## src/rtl/trim_sweep_gen.sv

```systemverilog
// trim_sweep_gen: serial trim-code shifter with latch, dwell and optional wrapping sweep
module trim_sweep_gen #(
  parameter int CODE_W      = 12,
  parameter int DIV_MAX     = 25000000,
  parameter int DWELL_TICKS = 4
) (
  input  logic              CLK50,
  input  logic              RST,
  input  logic              START,
  input  logic              STOP,
  input  logic              MODE,
  input  logic [CODE_W-1:0] CODE_IN,
  input  logic [CODE_W-1:0] CODE_END,
  output logic [CODE_W-1:0] TRIMCODE,
  output logic              DOUT,
  output logic              ENCLK,
  output logic              LATCH,
  output logic              BUSY,
  output logic              DONE
);
  localparam int DW = $clog2(DIV_MAX);
  localparam int PW = $clog2(CODE_W + DWELL_TICKS + 1);
  typedef enum logic [2:0] {S_IDLE, S_LOAD, S_SHIFT, S_LATCH, S_DWELL} state_t;
  state_t state, state_n;
  logic [DW-1:0] div_cnt, div_n;
  logic [PW-1:0] pcnt, pcnt_n;
  logic [CODE_W-1:0] shreg, shreg_n, trim_n, code_end_r;
  logic mode_r, tick, start_ok, more, last_bit, last_dwell, enclk_n, done_n;
  assign tick       = state != S_IDLE && div_cnt == DW'(DIV_MAX - 1);
  assign start_ok   = state == S_IDLE && START && !STOP;
  assign more       = mode_r && TRIMCODE != code_end_r;
  assign last_bit   = pcnt == PW'(CODE_W - 1);
  assign last_dwell = pcnt == PW'(DWELL_TICKS - 1);
  assign DOUT       = shreg[CODE_W-1];
  always_ff @(posedge CLK50)
    if (RST) state <= S_IDLE;
    else state <= state_n;
  always_comb begin
    state_n = state == S_IDLE ? (start_ok ? S_LOAD : S_IDLE) :
              STOP            ? S_IDLE :
              !tick           ? state :
              state == S_LOAD  ? S_SHIFT :
              state == S_SHIFT ? (last_bit ? S_LATCH : S_SHIFT) :
              state == S_LATCH ? S_DWELL :
              !last_dwell      ? S_DWELL :
              more             ? S_LOAD : S_IDLE;
  end
  // next values for every register, so all outputs leave straight from flops
  always_comb begin
    div_n   = (state == S_IDLE || STOP || tick) ? '0 : div_cnt + 1'b1;
    pcnt_n  = state_n != state ? '0 : tick ? pcnt + 1'b1 : pcnt;
    shreg_n = state_n == S_IDLE ? '0 :
              (state == S_LOAD && tick) ? TRIMCODE :
              (state == S_SHIFT && tick) ? shreg << 1 : shreg;
    trim_n  = start_ok ? CODE_IN :
              (state == S_DWELL && state_n == S_LOAD) ? TRIMCODE + 1'b1 : TRIMCODE;
    enclk_n = state_n == S_SHIFT && div_n >= DW'(DIV_MAX / 2);
    done_n  = state == S_DWELL && state_n == S_IDLE && !STOP;
  end
  always_ff @(posedge CLK50)
    if (RST) begin
      div_cnt    <= '0;
      pcnt       <= '0;
      shreg      <= '0;
      TRIMCODE   <= '0;
      code_end_r <= '0;
      mode_r     <= 1'b0;
      ENCLK      <= 1'b0;
      LATCH      <= 1'b0;
      BUSY       <= 1'b0;
      DONE       <= 1'b0;
    end else begin
      div_cnt    <= div_n;
      pcnt       <= pcnt_n;
      shreg      <= shreg_n;
      TRIMCODE   <= trim_n;
      code_end_r <= start_ok ? CODE_END : code_end_r;
      mode_r     <= start_ok ? MODE : mode_r;
      ENCLK      <= enclk_n;
      LATCH      <= state_n == S_LATCH;
      BUSY       <= state_n != S_IDLE;
      DONE       <= done_n;
    end
endmodule
```

## config.mk

```make
export PLATFORM = sky130hd
export DESIGN_NAME = trim_sweep_gen
export DESIGN_NICKNAME = d
export VERILOG_FILES = /design/src/rtl/trim_sweep_gen.sv
export SDC_FILE = /design/constraint.sdc
export NUM_CORES = 1
export LEC_CHECK = 0
export ABC_CLOCK_PERIOD_IN_PS = 3400
export CORE_UTILIZATION = 55
export CTS_CLUSTER_SIZE = 40
export DETAILED_ROUTE_END_ITERATION = 10
export PLACE_DENSITY = 0.76
export SYNTH_ARGS = -nofsm -noshare
export SYNTH_HDL_FRONTEND = slang
export SYNTH_SLANG_ARGS = --single-unit
```

## constraint.sdc

```tcl
create_clock -name CLK50 -period 3.4 [get_ports CLK50]
set_clock_uncertainty 0.15 [all_clocks]
set_input_delay 0.68 -clock CLK50 [delete_from_list [all_inputs] [get_ports CLK50]]
set_output_delay 0.68 -clock CLK50 [all_outputs]
set_load 0.02 [all_outputs]
```

==> qor.log <==
qor: setup_path.crit_top_cell buf_4
qor: floorplan.die-height 87.4 um
qor: sta.finalHoldWorstSlack 0.320 ns
qor: clocking.clkTransAtPathRegs 0.08 ns
qor: global_route.maximum_number_of_pins_on_one_net_before_global_route_repair 26
qor: routing.route.vias.total 3558
qor: sta.slew_viol_final 0
qor: sta.max-slew-margin-rel 0.548
qor: synthesis.synth_top_area_cell dfxtp_1
qor: clocking.cts_setup_buffers 0
qor: global_route.vias_in_the_first_global_route 3195
qor: setup_path.critical_path_peak_fanout 20
qor: floorplan.io_pins 46
qor: run_status.outcome completed
qor: final_layout.num_antenna_cells 0
qor: power.pwr_density_cell 388 mW/mm2
qor: routing.drc 0
qor: sta.max_freq 0.349 GHz
qor: sta.final-setup-viol-count 0
qor: clocking.insertion_delay 0.35 ns
qor: sta.fin_tns_setup 0 ns
qor: setup_path.arrival 2.96 ns
qor: routing.totalWireLength 9.33 mm
qor: clocking.cts.path.max_buffers 2
qor: synthesis.post-synth-top-count-cell dfxtp_1
qor: synthesis.synth_fp_nets 516
qor: routing.drt.antenna.violating_nets 0
qor: synthesis.synth_enable_flop_cells 0
qor: power.p_leak 1.58 nW
qor: synthesis.synthDominantCellAreaShare 0.369
qor: final_layout.regArea 0.00148 mm2
qor: final_layout.layout-area-overhead-vs-synth 17.5%
qor: final_layout.multi_input_area 0.00234 mm2
qor: final_layout.layout.nets 546
qor: placement.detailedPlace.worstSlack 0.557 ns
qor: global_route.grt_pass1_wl 16.1 mm
qor: worst_hold_path.hold_class register to register
qor: placement.placement.io_buffers 45
qor: final_layout.fillCellCount 617
qor: setup_path.critical_path_required 3.49 ns
qor: synthesis.synth_cell_type_count 64
qor: synthesis.synthesis.instances 484
qor: setup_path.worst_path_largest_cell_delay 0.60 ns
qor: setup_path.cp-end-kind register
qor: synthesis.synth-main-ff-cell dfxtp_1
qor: routing.post_drt_wl_per_cell 15.2 um
qor: synthesis.synth-async-reset-ratio 0
qor: synthesis.synth-warning-count 0
qor: clocking.tritoncts.num_buffers 9
qor: synthesis.post_synth.cell_area_avg 8.29 um2
qor: clocking.cts_tree yes
qor: clocking.ctsResizeCount 0
qor: job.cap_violations 0
qor: power.max_ir_drop_vdd 0.000281 V
qor: placement.hpwlAfterDp 6.68 mm
qor: sta.grt_setup_unrepaired false
qor: floorplan.core_area 0.00691 mm2
qor: placement.routabilityCongestion 0.883
qor: setup_path.critical_path.cell_chain nor3_2 -> or4_4 -> nor4_4 -> buf_4 -> a21boi_0 -> buf_4 -> nor2b_1 -> a31oi_1 -> nor2_1
qor: global_route.globalRouteTotalUtil 0.271
qor: clocking.ctsHoldBuffers 0
qor: synthesis.synth_commonest_cells 74 x dfxtp_1, 71 x nor2_1, 54 x nand2_1
qor: clocking.h_tree_levels 3
qor: floorplan.floorplan.initialDensity 0.581
qor: sta.finalHoldViolCount 0
qor: routing.vias_per_cell 5.79
qor: sta.layout_worst_path_cycle_share 0.843
qor: floorplan.fp.dieArea 0.00764 mm2
qor: sta.timing.final.crit_period 2.87 ns
qor: setup_path.crit_type register to register
qor: clocking.root_driver clkbuf_8
qor: sta.setup_ws 0.534 ns
qor: synthesis.netlist_top_cells_area dfxtp_1 37%, xor2_1 8.1%, nor2_1 6.6%
qor: synthesis.synth_seq_cells 74
qor: routing.drt-initial-drc-count 234
qor: global_route.grt_antenna_before_repair 0
qor: global_route.globalRouteOverflowTotal 0
qor: clocking.clock_sinks 74
qor: final_layout.post_route_cells_drive_above_1_share 0.106
qor: synthesis.synth_seq_area_share 0.369
qor: setup_path.timing.critical_path.from_type register
qor: routing.drt-pass1-iter-count 4
qor: synthesis.synth_area 0.00401 mm2
qor: floorplan.dieWidth 87.4 um
qor: setup_path.timing.critical_path.slowest_stage_cell dfxtp_1
qor: floorplan.row_count 30
qor: sta.tightest_slew 0.676 ns
## layout make-up
cell class                 instances  area share
timing repair buffer              57       0.115
clock inverter                     7      0.0199
inverter                           5     0.00398
multi-input combinational        367       0.495
clock buffer                       9      0.0263
tap                               96      0.0255
sequential                        74       0.314
## routing by layer
metal	wire length, um	track usage	up-vias
li1	-	-	1777
met1	4610	0.408	1682
met2	4110	0.391	90
met3	512	0.0616	9
met4	95	0.0596	0
met5	0	0	-
## cell usage in the layout, fill, tap and decap left out, types with 3 or more instances in the layout
| master | instances |
|---|---|
| or2_2 | 3 |
| and4_1 | 3 |
| inv_1 | 5 |
| nor3_1 | 9 |
| nand2_1 | 54 |
| clkbuf_8 | 9 |
| o21ai_0 | 3 |
| nand3_1 | 16 |
| xnor2_1 | 14 |
| o211ai_1 | 4 |
| nand3b_1 | 6 |
| a21boi_0 | 3 |
| a211oi_2 | 9 |
| a21oi_1 | 16 |
| clkdlybuf4s50_1 | 45 |
| nor3b_1 | 4 |
| dfxtp_1 | 74 |
| ha_1 | 3 |
| nor2_1 | 71 |
| nand4_1 | 13 |
| a31oi_1 | 3 |
| a31o_2 | 4 |
| and3_1 | 11 |
| a211oi_1 | 16 |
| o22ai_1 | 12 |
| xor2_1 | 37 |
| buf_4 | 12 |
| nor4_1 | 6 |
## per-stage QoR
stage / utilization / instance area (um2) / power [mW] / instances
6_report: 0.683 / 4710 / 1.83 / 615
4_1_cts: 0.683 / 4710 / 1.85 / 615
2_1_floorplan: - / 4010 / 1.02 / 484
3_3_place_gp: 0.651 / 4500 / 1.10 / 599
3_5_place_dp: 0.651 / 4500 / 1.10 / 599
5_1_grt: 0.683 / 4710 / 1.90 / 615
## logic make-up after synthesis
group                    count (synthesis)  share of synthesized area
multiplexers                             4                     0.0106
AO/OA/AOI/OAI                           86                      0.162
flip-flops                              74                      0.369
adder cells (fa/ha/maj)                  3                    0.00935
buffers and inverters                   43                     0.0489
AND/OR/NAND/NOR                        223                      0.288
XOR/XNOR                                51                      0.111
## sequential cells by signal, indices dropped and copies added (netlist names)
name and cells:
ENCLK 1, shreg 12, div_cnt 25, state 3
code_end_r 12, TRIMCODE 12, pcnt 5, DONE 1
LATCH 1, mode_r 1, BUSY 1
## report_power, final
part | total, mW | internal [mW] | leakage (nW) | switching (mW)
Sequential | 0.918 | 0.885 | 0.600 | 0.0332
Clock | 0.746 | 0.411 | 0.105 | 0.335
Combinational | 0.167 | 0.0852 | 0.876 | 0.0815
## worst paths after layout
check / from / to / slack, ns / depth (start not counted)
max reg2reg: state[0] / shreg[0] / 0.53 / 9
min: code_end_r[10] / code_end_r[10] / 0.32 / 2
max: state[0] / shreg[0] / 0.53 / 9
min reg2reg: code_end_r[10] / code_end_r[10] / 0.32 / 2
## critical path: cells and delay by family (launching register included)
kind,cells,cell delay (ns)
buffers and inverters,2,0.55
AND/OR/NAND/NOR,5,1.11
AO/OA/AOI/OAI,2,0.34
flip-flops,1,0.60
Power figures use the tool's default switching activity.
